## src/rtl/des_report_pkg.sv

```systemverilog
// Shared constants, ASCII helpers and FSM state type for the DES key-search serial reporter.
package des_report_pkg;

  localparam int unsigned FRAME_LEN = 37;
  localparam int unsigned IDX_W     = 6;

  localparam logic [7:0] ASCII_CR = 8'h0D;
  localparam logic [7:0] ASCII_LF = 8'h0A;
  localparam logic [7:0] ASCII_SP = 8'h20;
  localparam logic [7:0] ASCII_K  = 8'h4B;
  localparam logic [7:0] ASCII_C  = 8'h43;
  localparam logic [7:0] ASCII_EQ = 8'h3D;

  // SEND covers both waiting on the byte transmitter and handing over the next
  // character, which happens in the final stop-bit cycle so there is no gap.
  typedef enum logic [1:0] {
    ST_IDLE,
    ST_SEND,
    ST_FIN
  } report_state_t;

  // Uppercase hex digit: 0-9 -> '0'-'9', A-F -> 'A'-'F'.
  function automatic logic [7:0] hex2ascii(input logic [3:0] nib);
    if (nib < 4'd10) return 8'h30 + {4'h0, nib};
    else             return 8'h37 + {4'h0, nib};
  endfunction

endpackage

```

## src/rtl/uart_tx_byte.sv

```systemverilog
// 8N1 UART byte transmitter, LSB first; accepts a new byte during the last stop-bit cycle.
module uart_tx_byte #(
  parameter int unsigned CLKS_PER_BIT = 1085
) (
  input  logic       clk,
  input  logic       rst,
  input  logic       start,
  input  logic [7:0] data,
  output logic       tx,
  output logic       ready
);

  localparam int unsigned BAUD_W   = $clog2(CLKS_PER_BIT);
  localparam logic [BAUD_W-1:0] BAUD_MAX = BAUD_W'(CLKS_PER_BIT - 1);
  localparam logic [3:0]        STOP_BIT = 4'd9;

  logic              active;
  logic [3:0]        bit_cnt;
  logic [BAUD_W-1:0] baud_cnt;
  logic [7:0]        shreg;
  logic              bit_end;

  assign bit_end = (baud_cnt == BAUD_MAX);
  assign ready   = ~active | (bit_end & (bit_cnt == STOP_BIT));

  // bit_cnt: 0 = start, 1..8 = data, 9 = stop; shreg refills with 1s so the stop bit falls out.
  always_ff @(posedge clk or posedge rst) begin
    if (rst) begin
      tx       <= 1'b1;
      active   <= 1'b0;
      bit_cnt  <= '0;
      baud_cnt <= '0;
      shreg    <= '0;
    end else if (start && ready) begin
      tx       <= 1'b0;
      active   <= 1'b1;
      bit_cnt  <= '0;
      baud_cnt <= '0;
      shreg    <= data;
    end else if (active) begin
      if (bit_end) begin
        baud_cnt <= '0;
        if (bit_cnt == STOP_BIT) begin
          tx      <= 1'b1;
          active  <= 1'b0;
          bit_cnt <= '0;
        end else begin
          tx      <= shreg[0];
          shreg   <= {1'b1, shreg[7:1]};
          bit_cnt <= bit_cnt + 4'd1;
        end
      end else begin
        baud_cnt <= baud_cnt + BAUD_W'(1);
      end
    end
  end

endmodule

```

## src/rtl/key_report_tx.sv

```systemverilog
// Captures key/count on a rising found edge and sends "K=<16 hex> C=<14 hex>\r\n" over UART.
module key_report_tx
  import des_report_pkg::*;
#(
  parameter int unsigned CLKS_PER_BIT = 1085
) (
  input  logic        clk,
  input  logic        rst,
  input  logic        found,
  input  logic [63:0] key,
  input  logic [55:0] count,
  output logic        tx,
  output logic        busy,
  output logic        done
);

  report_state_t    state;
  logic             found_q;
  logic [IDX_W-1:0] char_idx;
  logic [63:0]      key_sh;
  logic [55:0]      cnt_sh;

  logic             trigger;
  logic             last_char;
  logic             tx_ready;
  logic             tx_start;
  logic [IDX_W-1:0] char_sel;
  logic [3:0]       kpos;
  logic [3:0]       cpos;
  logic [3:0]       key_nib;
  logic [3:0]       cnt_nib;
  logic [63:0]      cnt_ext;
  logic [7:0]       char_c;

  assign trigger   = found & ~found_q & (state == ST_IDLE);
  assign last_char = (char_idx == IDX_W'(FRAME_LEN - 1));
  assign tx_start  = trigger | ((state == ST_SEND) & tx_ready & ~last_char);
  assign cnt_ext   = {8'h00, cnt_sh};

  // Character about to be handed over: 'K' at trigger, otherwise the one after char_idx.
  always_comb begin
    char_sel = (state == ST_IDLE) ? '0 : char_idx + IDX_W'(1);
    kpos     = 4'(char_sel - IDX_W'(2));
    cpos     = 4'(char_sel - IDX_W'(21));
    key_nib  = key_sh[{~kpos, 2'b00} +: 4];
    cnt_nib  = cnt_ext[{4'(4'd13 - cpos), 2'b00} +: 4];
    case (char_sel)
      6'd0:    char_c = ASCII_K;
      6'd1:    char_c = ASCII_EQ;
      6'd18:   char_c = ASCII_SP;
      6'd19:   char_c = ASCII_C;
      6'd20:   char_c = ASCII_EQ;
      6'd35:   char_c = ASCII_CR;
      6'd36:   char_c = ASCII_LF;
      default: char_c = (char_sel < 6'd18) ? hex2ascii(key_nib) : hex2ascii(cnt_nib);
    endcase
  end

  uart_tx_byte #(
    .CLKS_PER_BIT(CLKS_PER_BIT)
  ) u_tx (
    .clk  (clk),
    .rst  (rst),
    .start(tx_start),
    .data (char_c),
    .tx   (tx),
    .ready(tx_ready)
  );

  // Frame sequencer; found_q resets high so a level already present at reset is ignored.
  always_ff @(posedge clk or posedge rst) begin
    if (rst) begin
      state    <= ST_IDLE;
      found_q  <= 1'b1;
      char_idx <= '0;
      key_sh   <= '0;
      cnt_sh   <= '0;
      busy     <= 1'b0;
      done     <= 1'b0;
    end else begin
      found_q <= found;
      done    <= 1'b0;
      case (state)
        ST_IDLE: begin
          if (trigger) begin
            key_sh   <= key;
            cnt_sh   <= count;
            char_idx <= '0;
            busy     <= 1'b1;
            state    <= ST_SEND;
          end
        end
        ST_SEND: begin
          if (tx_ready) begin
            if (last_char) begin
              busy  <= 1'b0;
              done  <= 1'b1;
              state <= ST_FIN;
            end else begin
              char_idx <= char_idx + IDX_W'(1);
            end
          end
        end
        ST_FIN:  state <= ST_IDLE;
        default: state <= ST_IDLE;
      endcase
    end
  end

endmodule

```

## config.mk

```make
export PLATFORM = sky130hd
export DESIGN_NAME = key_report_tx
export DESIGN_NICKNAME = d
export VERILOG_FILES = /design/src/rtl/des_report_pkg.sv /design/src/rtl/uart_tx_byte.sv /design/src/rtl/key_report_tx.sv
export SDC_FILE = /design/constraint.sdc
export NUM_CORES = 1
export LEC_CHECK = 0
export ABC_AREA = 1
export CORE_ASPECT_RATIO = 0.5
export CORE_MARGIN = 5
export CORE_UTILIZATION = 45
export CTS_BUF_LIST = sky130_fd_sc_hd__clkbuf_4
export DETAILED_ROUTE_END_ITERATION = 10
export PLACE_DENSITY = 0.7
export SYNTH_ARGS = -nofsm -noshare
export SYNTH_HDL_FRONTEND = slang
export SYNTH_SLANG_ARGS = --single-unit
```

## constraint.sdc

```tcl
create_clock -name clk -period 6.88 [get_ports clk]
set_input_delay 1.032 -clock clk [delete_from_list [all_inputs] [get_ports clk]]
set_output_delay 1.032 -clock clk [all_outputs]
set_load 0.1 [all_outputs]
```

---- Yosys cells after proc, flatten, opt, wreduce, memory -nomap -nowiden ----
Index checks and enable logic that the tools add are counted.
cells by class
  add/subtract/negate cells ............... 10
  multipliers ............................. 0
  divide/modulo/power cells ............... 0
  order comparisons ....................... 3
  eq/ne operators ......................... 15
  shift-type cells ........................ 2
  muxes and demuxes ....................... 39
  bitwise operators ....................... 11
  reduce and logical (&&, ||, !) cells .... 13
operator list
  cell                   number
  $shiftx 64x7->4        2
  $pmux 8 s6             1
  $mux 8                 5
  $mux 11                3
  $add 6x4->7 const A    4
  $mux 6                 4
  $eq 6x5->1 const B     3
  $eq 6x6->1 const B     3
  $mux 4                 4
  $mux 1                 14
  $mux 7                 2
  $pmux 6 s2             1
  $add 11x1->11 const B  1
  $eq 11x11->1 const B   1
  $ne 2x2->1 const B     5
  $lt 4x4->1 const B     2
  $reduce_and 4->1       2
  $add 6x1->6 const B    1
  $eq 6x1->1 const B     1
  $logic_not 6->1        1
  $lt 6x5->1 const B     1
  $mux 2                 3
  $reduce_and 3->1       2
  $reduce_bool 2->1      3
  other kinds (16)       24
storage, ports and cells
  flip-flop bits (word level) ............. 156
  latch bits .............................. 0
  RAM bits ................................ 0
  bits in read-only memories .............. 0
  logic and storage cells ................. 105
  memories ................................ 0

---- Depth between registers and ports, before layout ----
Gate-level depths: netlist of the first run.
  depth in word-level cells ............... 10
  gate-level depth with buffers ........... 28
  gate-level depth less buffers ........... 24

---- Hierarchy ----
Synthesis of the first run repeated with hierarchy kept, for this count alone.
second synthesis, totals
  cell total of the unflattened synthesis .. 1143
  area total of the unflattened synthesis .. 8555.7 um^2
by module, submodules not included
  module         times used  cells an instance  area each (um^2)  sequential area each (um^2)
  key_report_tx  1           979                7175.6            3279.4
  uart_tx_byte   1           164                1380.1            626.9

---- Worst setup path before layout of the first run ----
Ideal clock, no wire load.
  path type ............................... register to register
  start point ............................. register char_idx[0]
  end point ............................... register u_tx.shreg[6]
  setup time .............................. 130 ps
  arrival time ............................ 3049 ps
  required time ........................... 6750 ps
  path slack .............................. 3701 ps
  stages on the path, launching flop included .. 27
  buffers on the path ..................... 4
  path through ............................ dfrtp_1 buf_4 inv_2 buf_2 ha_1 nand2_2 inv_2 ha_1 buf_2 inv_1 buf_2 nand2_1 nand2_1 nand2_1 nand2_1 nand2_1 nand2_1 nand2_1 nand2_1 ha_1 inv_1 nor2_1 nor2_1 nor2_1 nand2_1 nand2_1 o211ai_1
between the ends
  word-level cells in the longest chain between the ends .. 10
ends and longest elaborated chain
  item                                               line                                      text
  start, declared                                    key_report_tx.sv:19                       logic [IDX_W-1:0] char_idx;
  start signal, assigned                             key_report_tx.sv:100                      char_idx <= char_idx + IDX_W'(1);
  $add 6x1->6                                        key_report_tx.sv:42                       char_sel = (state == ST_IDLE) ? '0 : char_idx + IDX_W'(1);
  $mux 6                                             key_report_tx.sv:42
  $sub 4x3->4 / $sub 4x2->4 (equally long branches)  key_report_tx.sv:44, key_report_tx.sv:43
  $sub 4x4->4 / $not 4->4 (equally long branches)    key_report_tx.sv:46, key_report_tx.sv:45
  $shiftx 64x7->4, on equally long branches          key_report_tx.sv:46, key_report_tx.sv:45
  $add 6x4->7 (tied with other cells)                des_report_pkg.sv:25                      else return 8'h37 + {4'h0, nib};
  $mux 7                                             des_report_pkg.sv:24                      if (nib < 4'd10) return 8'h30 + {4'h0, nib};
  $mux 8                                             key_report_tx.sv:55                       default: char_c = (char_sel < 6'd18) ? hex2ascii(key_nib) : hex2ascii(cnt_nib);
  $pmux 8 s6                                         key_report_tx.sv:47                       case (char_sel)
  $mux 8                                             uart_tx_byte.sv:34                        end else if (start && ready) begin
  end signal, assigned                               uart_tx_byte.sv:39                        shreg <= data;
  end signal, assigned                               uart_tx_byte.sv:49                        shreg <= {1'b1, shreg[7:1]};
  end, declared                                      uart_tx_byte.sv:20                        logic [7:0] shreg;
Several ways; a longest one is shown, not always the timed one.
A chain may end at the register's enable or synchronous reset.

---- Final worst setup path of the first run ----
  start point ............................. register char_idx[0]
  end point ............................... register u_tx.shreg[1]
Same word-level chain as after synthesis.

==> results, run 1 <==
- After the last flow step, the layout net total stands at 1357.
- The share of the synthesized area in the top cell type is 47.5%.
- The final routed wirelength across all metal layers is 21100 um.
- The vertical extent of the die is 105 um.
- The clock reaches the later pin of the worst-skew pair after 0.59 ns.
- The floorplan step set the die width to 200 um.
- From synthesis to final layout, the design area changed by 21.3%.
- Walking the worst path, the cells encountered are inv_2, ha_1, nand2_2, inv_2, ha_1, inv_1, a21oi_1, o21ai_0, nand3_1, nand3_1, nand2_1, inv_1, ha_1, nor2_1, nor2_1, nor2_1, o21ai_1, nand2_1, nand2_1, nand2_1.
- After clock tree synthesis, the clock-pin slew on the worst setup and hold paths is 0.15 ns.
- The delay contributed by the slowest stage of the critical path is 0.84 ns.
- The storage element area is 3910 sq um.
- Post-CTS timing repair inserted 0 buffers for setup.
- The setup slack of the most critical reg-to-reg path is 2.02 ns.
- In the final layout, the multi-input gates occupy 3610 sq um.
- The count of endpoints failing hold in the final timing report is 0.
- Entering global routing, the biggest net connects 106 pins.
- The hold path depth is 2.
- No sink is reached through more buffers than the 2 on the longest clock path.
- The internal portion of the total power is 0.00131 W.
- The synthesized design contains 0 enable-type register cells.
- When the netlist entered floorplanning its net count stood at 1256.
- At the worst endpoint, the arrival time is 5.34 ns.
- The predominant post-synthesis flop cell is dfrtp_1.
- The switching power summed over all nets is 0.000363 W.
- The iteration count of the initial detailed-routing pass is 5.
- STA puts the critical path data required time at 7.36 ns.
- The final estimated routing congestion in global placement is 0.947.
- The flow ran to the end, and the final reports show no timing, DRC or antenna violations.
- The worst vdd rail ir drop is 0.000127 V.
- The total of endpoints with negative setup slack in the final report is 0.
- The number of instances in the synthesized netlist is 1119.
- The highest-delay cell along the critical path is ha_1.
- The startpoint identified for the worst register-to-register timing path is char_idx[0].
- The H-tree level count is 4.
- After floorplanning, the core was divided into 34 placement rows.
- The largest delay contributor family on the critical path is adder cells.
- The part of the cycle the worst path needs is 70.6%.
- For this design, the CTS-stage hold fixing added 0 buffers.
- The effective utilization at floorplan is 46.3%.
- Synthesis instantiated 36 different standard cells from the library.
- After synthesis the netlist holds a flip-flop and latch count of 156.
- The detailed router placed 7455 vias in this run.
- The filler cells instantiated in the layout total 1659.
- The start-to-end type of the worst setup path is reg2reg.
- STA classifies the critical path startpoint as a flop.
- The initial antenna violation count is 0.
- The count of pins over their slew limit is 0.
- Combinational logic is responsible for 5.3% of the overall power.
- The root buffer cell chosen for the clock tree is clkbuf_4.
- The critical path launch point is char_idx[0].
- For this run, the number of standard cells in the final layout without fillers is 1467.
- The startpoint of the most critical hold path is key_sh[36].
- In this run the worst hold path is classified as reg2reg.
- Global routing finished with a remaining overflow of 0.
- In this run the count of I/O pins placed on the die edge is 126.
- The smallest clock period supported by the final layout is computed as 4.86 ns.
- Global routing used 20.5% of the available tracks.
- The proportion of total power due to net switching is 21.6%.
- In this run, post-CTS repair resized a total of 0 instances.
- A synthesized cell averages 7.25 sq um.
- The sequential element share of the synthesized area is 48.1%.
- The total power consumption of the routed design is 0.00168 W.
- TritonCTS created 17 clock buffers.
- The proportion of power drawn by the clock network is 40.0%.
- The buffer and inverter count on the worst path is 4.
- The cell count after placement is 1435.
- The first-pass GRT wire length is 35200 um.
- In this run the worst path has a maximum fanout of 28.
- The kind of end point of the critical path is a flop.
- The highest clock frequency the design can meet is 0.206 GHz.
- Power spread over the standard cell area amounts to 170 nW/um^2.
- The post-route netlist has 5.11% of its cells at a drive strength greater than 1.
- For the final database, setup skew stands at 0.0274 ns.
- The slew at the pin with the worst max-slew slack is 0.976 ns.
- For this run, the number of Yosys warnings is 0.
- The reported leakage power is 5.09 nW.
- The cell area that synthesis handed to floorplanning was 8120 sq um.
- The worst pin sits at a relative slew slack of 34.7%.
- Sorting the synthesized cells by area gives the leading types as dfrtp_1 (47%), nand2_1 (21%), nand3_1 (5.5%), o21ai_0 (4.9%), inv_1 (4.4%).
- In the routed layout, each cell is associated on average with a via count of 5.08.
- The half-perimeter wire length after detailed placement is 15100 um.
- Dividing the detail-routed wire length by the instance count gives 14.4 um.
- For this block, the initial DRC count from the detailed router was 538.
- Adding up every negative setup slack in the final design gives 0 ns.
- The most frequent standard cell in the layout excluding fill and tap cells is nand2_1.
- The total core area is 17500 sq um.
- In this run the critical register-to-register path is captured at u_tx.shreg[1].
- Setup repair after global routing left no endpoint under its margin.
- In the layout the commonest cells are nand2_1 (459), dfrtp_1 (154), clkdlybuf4s50_1 (125).
- The number of global-route vias before repair was 7220.
- The leading area contributor after synthesis is dfrtp_1.
- Clock tree synthesis found a total of 156 sinks.
- TritonCTS built the clock tree.
- In the synthesized netlist the async set-or-reset flop fraction comes to 100%.
- The count of buffers inserted at the top-level ports is 125.
- The area enclosed by the die boundary is 21000 sq um.
- The part of the total power dissipated in sequential elements is 54.7%.
- In the routed design, unresolved DRC markers number 0.
- Once detail routing completed, the nets flagged for antenna violations numbered 0.
- For hold timing, the worst endpoint is key_sh[36].
- The number of antenna diodes in the final layout is 0.
- Across the run, the number of max-cap violations was 0.
- The number of cells on the worst reg-to-reg path is 20.
- In this design, the critical path's most frequently occurring cell is nand2_1.
==> per-layer routing <==
| layer | vias to the layer above | share of wire [%] | global-route usage (%) |
|---|---|---|---|
| met1 | 3470 | 47 | 30.3 |
| met5 | - | 0 | 0 |
| met4 | 0 | 1.9 | 6.30 |
| met2 | 218 | 45 | 30.3 |
| li1 | 3733 | - | - |
| met3 | 34 | 5.7 | 4.44 |
==> power by group through the flow <==
stage	clock (W)	sequential, W	combinational [W]
2_1_floorplan	0	0.000935	0.0000135
3_3_place_gp	0	0.000935	0.0000898
3_5_place_dp	0	0.000935	0.0000907
4_1_cts	0.000683	0.000917	0.0000910
5_1_grt	0.000724	0.000918	0.0000970
6_report	0.000670	0.000917	0.0000890
==> registers in the layout (all words and copies together), names as in the netlist <==
name	cells
busy	1
char_idx	6
cnt_sh	56
done	1
found_q	1
key_sh	64
state	2
u_tx.active	1
u_tx.baud_cnt	11
u_tx.bit_cnt	4
u_tx.shreg	8
u_tx.tx	1
==> per-stage QoR <==
stage	util [%]	hold slack (ns)	cell area (sq um)	setup WS, ns
floorplan	-	0.440	8120	1.64
finish	56.2	0.492	9840	2.02
CTS	56.2	0.495	9840	2.13
global placement	54.2	0.458	9500	2.37
global route	56.2	0.514	9840	1.56
detailed placement	54.2	0.463	9500	2.16
==> worst min-delay path: cells and delay by family (launching register included) <==
family	cells	cell delay, ns
flip-flops	1	0.36
AND/OR/NAND/NOR	2	0.10
==> logic make-up (layout without fill, tap and decap cells) <==
family,Yosys count,after routing,share of synthesized area [%]
compound gates,123,123,8.15
xor+xnor,1,1,0.108
fa+ha+maj,14,14,2.16
buf+inv,152,266,7.52
flops,156,156,48.1
simple gates,673,673,33.9
==> cell usage after synthesis, types with 2 or more instances <==
cell type / instances
buf_4: 5
and3_1: 3
o21ai_2: 2
clkbuf_1: 27
nand2_1: 460
o21ai_0: 79
buf_1: 4
o21ai_1: 2
dfstp_2: 2
a21oi_1: 26
nand3_1: 89
inv_1: 95
nor2_1: 80
buf_2: 11
o211ai_1: 4
nand3_2: 3
dfrtp_1: 154
o22ai_1: 6
ha_1: 14
nor2_2: 3
nor3_1: 13
nand2_2: 3
nand4_1: 14
inv_2: 8
==> cell type report <==
class                   count  share of cell area [%]
well taps                 234                    2.97
clock buffers              20                    1.53
multi-input cells         811                    36.7
flip-flops and latches    156                    39.7
inverters                 104                    4.04
repair buffers            130                    13.1
clock inverters            12                    2.00
==> how the worst max path moves through the flow <==
stage / end / slack (ns) / depth (start not counted)
detailed placement: u_tx.shreg[1] / 2.16 / 20
global route: u_tx.shreg[4] / 1.56 / 24
global placement: u_tx.shreg[6] / 2.37 / 21
floorplan: busy / 1.64 / 1
finish: u_tx.shreg[1] / 2.02 / 20
CTS: u_tx.shreg[1] / 2.13 / 20
Note: power is estimated with default switching activity, not from simulation.
==> inputs of run 2 (changes only) <==
- clock period: 6.88 -> 4.5 ns (I/O delays scaled with it)
==> run 2 against run 1 <==
Compared with the run above: combinational power is 53% higher; design area is 0.58% lower; sequential cell count stayed put; cell count is 0.20% higher; die area stayed put; worst setup slack worse by 1.4 ns; worst hold slack worse by 0.0024 ns; count of clock-buffer cells in the layout stayed put; critical path type unchanged; largest power group unchanged.
==> results, run 2 (synthesized netlist as in run 1, its figures left out) <==
- The flow ran to the end, and the final reports show no timing, DRC or antenna violations.
- The part of the total power dissipated in sequential elements came to 60.5% (+5.8 points).
- The post-cts hold buffer count is 0 (unchanged).
- The buffer and inverter count on the worst path is 5 (+1).
- The I/O pin total is 126 (unchanged).
- The layout overhead on the synthesized area is 20.5%.
- The total power consumption of the routed design was 0.00232 W (+38%).
- The first-pass GRT wire length came to 34700 um (-1.3%).
- The detailed-route via count is 7347 (-1.4%).
- The library cell used most frequently in the layout, excluding fill and tap cells, is nand2_1.
- The hold slack is 0.490 ns (-0.00238 ns).
- The number of global-route vias before repair is 7229 (+0.12%).
- The count of antenna-violating nets left after detailed routing is 0 (unchanged).
- The antenna diode instance count is 0 (unchanged).
- The horizontal die dimension is 200 um (unchanged).
- The worst-skew pair later-pin latency came to 0.55 ns (-0.04 ns).
- The setup slack of the critical path after layout is 0.623 ns (-1.40 ns).
- The worst-case setup slack after placement is 0.690 ns (-1.47 ns).
- The deepest clock path buffer count is 2 (unchanged).
- The most frequent cell on the critical path is nand2_1.
- The clock tree from TritonCTS is done.
- The iteration count of the initial detailed-routing pass came to 6 (+1).
- The post-cts sizing count was 0 (unchanged).
- The proportion of total power due to net switching came to 23.0% (+1.4 points).
- The kind of end point of the critical path is a flop.
- The critical path arrival is 4.31 ns (-1.03 ns).
- The total core area is 17500 sq um (unchanged).
- More flip-flops sit in one register than any other, and that register is key_sh.
- The internal power came to 0.00178 W (+36%).
- The worst setup path is of the reg2reg kind.
- The storage element area came to 3910 sq um (unchanged).
- Leaving out fill and tap cells, the most frequent cells in the layout are nand2_1 (459), dfrtp_1 (154), clkdlybuf4s50_1 (125).
- The number of placement rows is 34 (unchanged).
- The clock buffer count from CTS is 17 (unchanged).
- The maximum clock skew at final layout is 0.0286 ns (+0.00113 ns).
- The tightest min-delay check is of the reg2reg type.
- The vertical extent of the die is 105 um (unchanged).
- The data required time at the worst endpoint was 4.93 ns (-2.43 ns).
- The cell area after placement is 9540 sq um (+0.43%).
- The area of the multi-input gates came to 3610 sq um (unchanged).
- The mean routed wirelength per cell was 13.8 um (-4.1%).
- The H-tree level count is 4 (unchanged).
- Setup repair after global routing left no endpoint under its margin.
- The total power per unit cell area came to 237 nW/um^2 (+39%).
- The highest clock frequency the design can meet is 0.258 GHz (+25%).
- The count of nets after finishing is 1361 (+0.29%).
- The violation count after the first detailed-routing iteration is 533 (-0.93%).
- The number of vias per cell after detailed routing came to 5.00 (-1.6%).
- The highest-delay cell along the critical path is inv_1.
- The delay contributed by the slowest stage of the critical path came to 0.49 ns (-0.35 ns).
- The count of pins over their slew limit is 0 (unchanged).
- The startpoint class of the critical path is a flop.
- The overall overflow remaining after global route is 0 (unchanged).
- The largest net degree at the start of global routing is 157 (+48%).
- In this design, the largest share of critical-path delay is due to simple AND/OR/NAND/NOR gates.
- The initial antenna violation count is 0 (unchanged).
- The flip-flop count of the largest register, all copies and words added is 64 (unchanged).
- The share of layout cells above drive strength 1 is 5.34% (+0.23 points).
- The total of endpoints with negative setup slack in the final report was 0 (unchanged).
- The part of the cycle the worst path needs is 86.2% (+16 points).
- The DRC violation count after routing is 0 (unchanged).
- The largest fanout of any net on the critical path is 28 (unchanged).
- The proportion of power drawn by the clock network came to 33.6% (-6.4 points).
- The number of fillers in the final layout is 1689 (+1.8%).
- The root buffer cell is clkbuf_4.
- The effective utilization at floorplan came to 46.3% (unchanged).
- The critical path goes through inv_2, ha_1, nand2_2, inv_2, ha_1, buf_4, inv_1, nand2_1, nand2_1, nand2_1, nand2_1, nand2_1, nand2_1, nand2_1, nand2_1, ha_1, inv_1, nor2_1, nor2_1, nor2_1, nand2_1, nand2_1, o211ai_1.
- The clock net sink count came to 156 (unchanged).
- The global routing usage summed across all routing layers is 20.1% (-0.39 points).
- The reported leakage power is 5.06 nW (-0.57%).
- The setup slack of the most critical reg-to-reg path is 0.62 ns (-1.40 ns).
- The area enclosed by the die boundary was 21000 sq um (unchanged).
- The summed negative setup slack over all endpoints came to 0 ns (unchanged).
- The count of endpoints failing hold in the final timing report is 0 (unchanged).
- The final critical-path required period is 3.88 ns (-0.978 ns).
- The clock-pin transition on the worst setup and hold timing paths was 0.13 ns (-0.02 ns).
- The half-perimeter wire length after detailed placement came to 14700 um (-2.5%).
- The slew at the pin with the worst max-slew slack is 0.975 ns (-0.00145 ns).
- The count of buffers inserted at the top-level ports was 125 (unchanged).
- The normalized max-slew margin was 34.8% (+0.097 points).
- The post-CTS setup buffer count is 0 (unchanged).
- The total non-filler cell area in the finished layout was 9780 sq um (-0.58%).
- The final estimated routing congestion in global placement is 0.925 (-2.4%).
- The max-capacitance violation count is 0 (unchanged).
- The final routed wirelength across all metal layers is 20300 um (-3.9%).
- The worst vdd rail ir drop is 0.000136 V (+7.4%).
- The largest registers in the layout are key_sh: 64 flops, cnt_sh: 56 flops, u_tx.baud_cnt: 11 flops.
- The proportion of power drawn by combinational gates was 5.9% (+0.6 points).
- The switching power summed over all nets is 0.000534 W (+47%).
==> run 2: final timing paths <==
kind | from | end | cells past startpoint
max in group asynchronous | rst | key_sh[22] | 3
max | char_idx[0] | u_tx.shreg[6] | 23
min reg2reg | cnt_sh[15] | cnt_sh[15] | 2
min in group asynchronous | rst | cnt_sh[10] | 3
max reg2reg | char_idx[0] | u_tx.shreg[6] | 23
min | cnt_sh[15] | cnt_sh[15] | 2
==> run 2: metrics by stage <==
stage | cells | util (%)
6_report | 1470 | 55.8
5_1_grt | 1470 | 55.8
4_1_cts | 1470 | 55.8
3_5_place_dp | 1439 | 54.4
3_3_place_gp | 1439 | 54.4
2_1_floorplan | 1119 | -
==> run 2: metal layers <==
metal  wire length [um]  share of wire [%]  up-vias  GRT usage [%]
li1                   -                  -     3737              -
met1               9840                 48     3383           29.6
met2               9060                 45      192           30.1
met3               1030                5.0       35           4.82
met4                389                1.9        0           4.99
met5                  0                  0        -              0
==> run 2: layout make-up <==
class	count	share of cell area (%)
Multi-Input combinational cell	811	36.9
Clock inverter	11	0.997
Sequential cell	156	39.9
Clock buffer	20	1.53
Timing Repair Buffer	134	13.6
Tap cell	234	2.99
Inverter	104	4.05
==> run 2: worst min-delay path, cell delays in order, from the launching register on <==
cell and delay [ns]:
dfrtp_1 0.37, nand2_1 0.05, nand2_1 0.05
==> run 2: power by group through the flow <==
stage | clock, W | sequential (W) | combinational, W
floorplan | 0 | 0.00143 | 0.0000209
global placement | 0 | 0.00143 | 0.000138
detailed placement | 0 | 0.00143 | 0.000139
CTS | 0.000802 | 0.00140 | 0.000140
global route | 0.000869 | 0.00140 | 0.000148
finish | 0.000779 | 0.00140 | 0.000136
